**src/rtl/fetch_pkg.sv**
```systemverilog
// Shared definitions for the fetch stage: default geometry and FSM state encoding.
package fetch_pkg;

  localparam int DEF_PROG_CTR_WID = 10;
  localparam int DEF_STACK_DEPTH  = 4;

  typedef logic [1:0] fetch_state_t;

  localparam fetch_state_t BOOT = 2'd0;
  localparam fetch_state_t RUN  = 2'd1;
  localparam fetch_state_t HALT = 2'd2;

endpackage

```
**src/rtl/ret_addr_stack.sv**
```systemverilog
// Return-address stack: LIFO of program-counter values with full/empty flags.
// A push while full and a pop while empty are both dropped.
module ret_addr_stack
  import fetch_pkg::*;
#(
  parameter int WID   = DEF_PROG_CTR_WID,
  parameter int DEPTH = DEF_STACK_DEPTH
) (
  input  logic           clk,
  input  logic           reset,
  input  logic           i_push,
  input  logic           i_pop,
  input  logic [WID-1:0] i_push_data,
  output logic [WID-1:0] o_top,
  output logic           o_full,
  output logic           o_empty
);

  localparam int PW = $clog2(DEPTH);
  localparam logic [PW:0] SP_FULL = DEPTH[PW:0];
  localparam logic [PW:0] SP_ONE  = {{PW{1'b0}}, 1'b1};

  logic [WID-1:0] r_mem [DEPTH];
  logic [PW:0]    r_sp;
  logic [PW:0]    w_top_ptr;

  assign w_top_ptr = r_sp - SP_ONE;
  assign o_top     = r_mem[w_top_ptr[PW-1:0]];
  assign o_full    = (r_sp == SP_FULL);
  assign o_empty   = (r_sp == '0);

  // NOTE: entries are cleared on reset as well as the pointer, so no stale
  // return address survives a reset; the array is only a handful of words.
  always_ff @(posedge clk) begin
    if (reset) begin
      r_sp <= '0;
      for (int i = 0; i < DEPTH; i++) r_mem[i] <= '0;
    end else if (i_push && !o_full) begin
      r_mem[r_sp[PW-1:0]] <= i_push_data;
      r_sp                <= r_sp + SP_ONE;
    end else if (i_pop && !o_empty) begin
      r_sp <= w_top_ptr;
    end
  end

endmodule

```
**src/rtl/fetch_ctrl.sv**
```systemverilog
// Program-counter / fetch-control stage: BOOT/RUN/HALT sequencing plus branch,
// call and return redirects. Define CALL_STACK_EN to build the return-address stack.
module fetch_ctrl
  import fetch_pkg::*;
#(
  parameter int PROG_CTR_WID = DEF_PROG_CTR_WID,
  parameter int STACK_DEPTH  = DEF_STACK_DEPTH
) (
  input  logic                    clk,
  input  logic                    reset,
  input  logic                    stall,
  input  logic                    branch_taken,
  input  logic                    call,
  input  logic                    ret,
  input  logic [PROG_CTR_WID-1:0] branch_target,
  input  logic                    halt_req,
  input  logic                    resume,
  output logic [PROG_CTR_WID-1:0] prog_ctr,
  output logic                    fetch_valid,
  output logic                    redirect,
  output logic                    halted,
  output logic                    stack_err
);

  localparam logic [PROG_CTR_WID-1:0] PC_ONE = {{(PROG_CTR_WID-1){1'b0}}, 1'b1};

`ifdef CALL_STACK_EN
  localparam bit STACK_EN = 1'b1;
`else
  localparam bit STACK_EN = 1'b0;
`endif

  fetch_state_t            r_state;
  logic [PROG_CTR_WID-1:0] r_prog_ctr;
  logic                    r_fetch_valid;
  logic                    r_redirect;
  logic                    r_halted;

  fetch_state_t            w_next_state;
  logic [PROG_CTR_WID-1:0] w_next_pc;
  logic [PROG_CTR_WID-1:0] w_pc_inc;
  logic                    w_next_valid;
  logic                    w_next_redirect;
  logic                    w_push;
  logic                    w_pop;
  logic                    w_err_set;
  logic [PROG_CTR_WID-1:0] w_stack_top;
  logic                    w_stack_full;
  logic                    w_stack_empty;

  assign w_pc_inc = r_prog_ctr + PC_ONE;

  // NOTE: every output of this block gets a default first, so no path leaves a
  // value unassigned and no latch is inferred.
  always_comb begin
    w_next_state    = r_state;
    w_next_pc       = r_prog_ctr;
    w_next_valid    = 1'b0;
    w_next_redirect = 1'b0;
    w_push          = 1'b0;
    w_pop           = 1'b0;
    w_err_set       = 1'b0;
    case (r_state)
      BOOT: begin
        w_next_state = RUN;
        w_next_valid = 1'b1;
      end
      RUN: begin
        if (halt_req) begin
          w_next_state = HALT;
        end else if (STACK_EN && ret && !w_stack_empty) begin
          w_next_pc       = w_stack_top;
          w_pop           = 1'b1;
          w_next_redirect = 1'b1;
          w_next_valid    = 1'b1;
        end else if (STACK_EN && ret) begin
          // Underflow: carry on sequentially and flag it.
          w_next_pc    = w_pc_inc;
          w_err_set    = 1'b1;
          w_next_valid = 1'b1;
        end else if (call || branch_taken) begin
          w_next_pc       = branch_target;
          w_next_redirect = 1'b1;
          w_next_valid    = 1'b1;
          if (call) begin
            w_push    = !w_stack_full;
            w_err_set = w_stack_full;
          end
        end else if (!stall) begin
          w_next_pc    = w_pc_inc;
          w_next_valid = 1'b1;
        end
      end
      HALT: begin
        if (resume) begin
          w_next_state = RUN;
          w_next_pc    = w_pc_inc;
          w_next_valid = 1'b1;
        end
      end
      default: w_next_state = BOOT;
    endcase
  end

  // NOTE: sequential state uses non-blocking assignments so every register
  // samples the pre-edge values regardless of statement order.
  always_ff @(posedge clk) begin
    if (reset) begin
      r_state       <= BOOT;
      r_prog_ctr    <= '0;
      r_fetch_valid <= 1'b0;
      r_redirect    <= 1'b0;
      r_halted      <= 1'b0;
    end else begin
      r_state       <= w_next_state;
      r_prog_ctr    <= w_next_pc;
      r_fetch_valid <= w_next_valid;
      r_redirect    <= w_next_redirect;
      r_halted      <= (w_next_state == HALT);
    end
  end

`ifdef CALL_STACK_EN
  logic r_stack_err;

  ret_addr_stack #(
    .WID   (PROG_CTR_WID),
    .DEPTH (STACK_DEPTH)
  ) u_ret_addr_stack (
    .clk         (clk),
    .reset       (reset),
    .i_push      (w_push),
    .i_pop       (w_pop),
    .i_push_data (w_pc_inc),
    .o_top       (w_stack_top),
    .o_full      (w_stack_full),
    .o_empty     (w_stack_empty)
  );

  always_ff @(posedge clk) begin
    if (reset)          r_stack_err <= 1'b0;
    else if (w_err_set) r_stack_err <= 1'b1;
  end

  assign stack_err = r_stack_err;
`else
  logic w_unused_stack;

  assign w_stack_top    = '0;
  assign w_stack_full   = 1'b0;
  assign w_stack_empty  = 1'b1;
  assign w_unused_stack = ^{w_push, w_pop, w_err_set};
  assign stack_err      = 1'b0;
`endif

  assign prog_ctr    = r_prog_ctr;
  assign fetch_valid = r_fetch_valid;
  assign redirect    = r_redirect;
  assign halted      = r_halted;

endmodule

```
**config.mk**
```make
export PLATFORM = sky130hd
export DESIGN_NAME = fetch_ctrl
export DESIGN_NICKNAME = d
export VERILOG_FILES = /design/src/rtl/fetch_pkg.sv /design/src/rtl/ret_addr_stack.sv /design/src/rtl/fetch_ctrl.sv
export SDC_FILE = /design/constraint.sdc
export NUM_CORES = 1
export LEC_CHECK = 0
export CELL_PAD_IN_SITES_DETAIL_PLACEMENT = 1
export CELL_PAD_IN_SITES_GLOBAL_PLACEMENT = 2
export CORE_MARGIN = 2
export CORE_UTILIZATION = 25
export CTS_CLUSTER_DIAMETER = 40
export DETAILED_ROUTE_END_ITERATION = 6
export MAX_ROUTING_LAYER = met4
export PLACE_DENSITY_LB_ADDON = 0.1
export SETUP_SLACK_MARGIN = 0.15
export SYNTH_ARGS = -nofsm -noshare
export SYNTH_HDL_FRONTEND = slang
export SYNTH_HIERARCHICAL = 1
export SYNTH_SLANG_ARGS = --single-unit
```
**constraint.sdc**
```tcl
create_clock -name clk -period 2.08 [get_ports clk]
set_input_delay 0.416 -clock clk [delete_from_list [all_inputs] [get_ports clk]]
set_output_delay 0.416 -clock clk [all_outputs]
set_load 0.02 [all_outputs]
```
==> impl_metrics.tcl <==
set metrics [dict create \
    status "completed" \
    die_area_sq_um 4180 \
    route.met3.wl_um 108 \
    final_cell_mix "29 x clkdlybuf4s50_1, 15 x dfxtp_1, 11 x o21ai_0, 11 x a21oi_1, 11 x buf_4" \
    fillers 428 \
    p_leak_nw 0.490 \
    cts.sinks 15 \
    power.total_uw 769 \
    grt_setup_unrepaired "yes" \
    final_util 0.384 \
    htreeDepth 1 \
    antenna_found_initial 0 \
    slew_headroom 0.659 \
    ys_seq_elements 15 \
    ios 32 \
    cts_tree "built" \
    peakVddDrop_uv 174 \
    seq_area_frac_synth 0.326 \
    crit_fanout 10 \
    drc 0 \
    grt_overflow 0 \
    cap_viol_max_count 0 \
    hold_depth 2 \
    grt_max_degree 22 \
    critPathArrivalTime_ns 2.04 \
    timing.final.crit_period_ns 1.86 \
    fin_nets 166 \
    viasPerCell 5.14 \
    top_layer "met4" \
    wl_per_cell_um 15.5 \
    gp_congestion 0.764 \
    crit_type "in -> reg" \
    drtIter0Drc 19 \
    placed_cell_area_sq_um 1330 \
    antennaDiodeCount 0 \
    grt_pass1_vias 1020 \
    rr_endpoint "prog_ctr[6]" \
    r2r_cells 5 \
    fin_hold_ws_ns 0.513 \
    grt_usage 0.163 \
    post-place-cells 190 \
    worstSkewPairLatency_ns 0.25 \
    numCtsBuffers 3 \
    slew_viol_final 0 \
    root_buffer "clkbuf_8" \
    core_sq_um 3610 \
    drive_gt1_frac 0.158 \
    ys_types 44 \
    syn_nets 129 \
    r2r_setup_slack_ns 0.35 \
    hold_viol_final 0 \
    syn_avg_cell_area_sq_um 8.37 \
    hpwl_um 2180 \
    vias 997 \
    crit_required_ns 2.26 \
    initial_core_util 0.255 \
    wl_met1_um 1470 \
    post-place-ws_ns -0.0802 \
    die_height_um 64.7 \
    fmax_ghz 0.538 \
    num_rows 22 \
    routed_wl_um 3000 \
    setup_violations 0 \
    worst_slack_ns 0.221 \
    fin_crit_sh 0.894 \
    post-route-cell-area_sq_um 1390 \
    reg2reg_from "prog_ctr[1]" \
    syn_to_final_growth_pct 50.5 \
    syn_area_sq_um 921 \
    dr.pass1.iters 4 \
    start_kind "input pin" \
    skew_ns 0.00245 \
    cts_buffer_depth 2 \
    end_kind "flip-flop" \
    worstSetupStartpoint "stall" \
    worstMarginPinSlew_ns 0.510 \
    antenna_left 0 \
    fin_tns_setup_ns 0 \
    portBuffers 29 \
    dr_wl_met2_um 1370 \
    final_common_cell "clkdlybuf4s50_1" \
    clkTransAtPathRegs_ns 0.07 \
    holdCritPathClass "reg -> reg" \
    grt_pass1_wl_um 5000 \
    power_density_nw_per_um2 555 \
    die_w_um 64.7 \
    ys.warnings.count 6 \
    worstSetupEndpoint "prog_ctr[9]" \
    stdcell_count 194 \
    synth_cells 110 \
]
-- registers in the layout, indices dropped and copies added (netlist names) --
name / flops
redirect: 1
r_state: 2
fetch_valid: 1
halted: 1
prog_ctr: 10
-- Yosys cell counts --
cell type | n | share of area
dfxtp_1 | 15 | 0.33
a21oi_1 | 11 | 0.060
o21ai_0 | 11 | 0.060
and3_1 | 6 | 0.041
clkbuf_1 | 6 | 0.024
nand2_1 | 5 | 0.020
nand3_1 | 5 | 0.027
a2111oi_0 | 4 | 0.038
nor2_1 | 4 | 0.016
a211oi_1 | 3 | 0.024
nand2b_1 | 3 | 0.020
a21boi_0 | 2 | 0.016
a31oi_1 | 2 | 0.014
and4_1 | 2 | 0.019
nand4_1 | 2 | 0.014
a21bo_2 | 1 | 0.011
a22oi_1 | 1 | 0.0082
a2bb2oi_1 | 1 | 0.0095
a32o_1 | 1 | 0.011
a32oi_1 | 1 | 0.0095
a32oi_4 | 1 | 0.030
and2_4 | 1 | 0.0095
and2b_1 | 1 | 0.0082
and4b_1 | 1 | 0.011
buf_2 | 1 | 0.0054
buf_4 | 1 | 0.0082
buf_6 | 1 | 0.012
conb_1 | 1 | 0.0041
ha_1 | 1 | 0.014
inv_1 | 1 | 0.0041
mux2i_1 | 1 | 0.011
nand2b_4 | 1 | 0.015
nand3b_1 | 1 | 0.0082
nor2_2 | 1 | 0.0068
o21a_1 | 1 | 0.0082
o21ai_1 | 1 | 0.0054
o22a_1 | 1 | 0.0095
o2bb2ai_1 | 1 | 0.0095
o32ai_1 | 1 | 0.0095
or2_1 | 1 | 0.0068
or2b_1 | 1 | 0.0082
or3_1 | 1 | 0.0068
or3b_1 | 1 | 0.0095
or4b_1 | 1 | 0.011
-- power by group --
group          switching [mW]  internal, mW  leakage [nW]
Combinational          0.0890         0.108         0.344
Clock                   0.114         0.136        0.0228
Sequential             0.0191         0.304         0.123
-- critical path, cell delays in order --
cell	delay, ns
clkdlybuf4s50_1	0.40
or3b_4	0.26
a32oi_4	0.12
buf_12	0.17
or4b_1	0.52
a31oi_1	0.16
-- per-layer routing --
layer  up-vias  track usage
li1        492            -
met1       476        0.206
met2        25        0.253
met3         4       0.0278
met4         0       0.0798
met5         -            -
-- layout make-up --
type | instances | area [sq um] | share of cell area
multi-input combinational | 85 | 584 | 0.421
timing repair buffer | 41 | 393 | 0.283
sequential | 15 | 300 | 0.217
tap | 48 | 60.1 | 0.0433
clock buffer | 4 | 45.0 | 0.0325
inverter | 1 | 3.75 | 0.00271
-- timing repair --
action                     4_1_cts  5_1_grt
gates resized for setup          0        6
hold buffers                     0        0
setup endpoints to repair        0        7
setup buffers                    0        0
-- worst min path at each step --
stage / startpoint / end / slack, ns
2_1_floorplan: reset / prog_ctr[0] / 0.49
3_3_place_gp: prog_ctr[9] / prog_ctr[9] / 0.50
3_5_place_dp: prog_ctr[9] / prog_ctr[9] / 0.51
4_1_cts: prog_ctr[9] / prog_ctr[9] / 0.52
5_1_grt: prog_ctr[9] / prog_ctr[9] / 0.53
6_report: prog_ctr[9] / prog_ctr[9] / 0.51
-- cells by family after synthesis --
group	after synthesis	synth area share
compound gates	44	0.333
simple gates	38	0.258
flops	15	0.326
buf+inv	10	0.0543
mux	1	0.0109
fa+ha+maj	1	0.0136
other cells	1	0.00407
(Power assumes the default switching activity.)
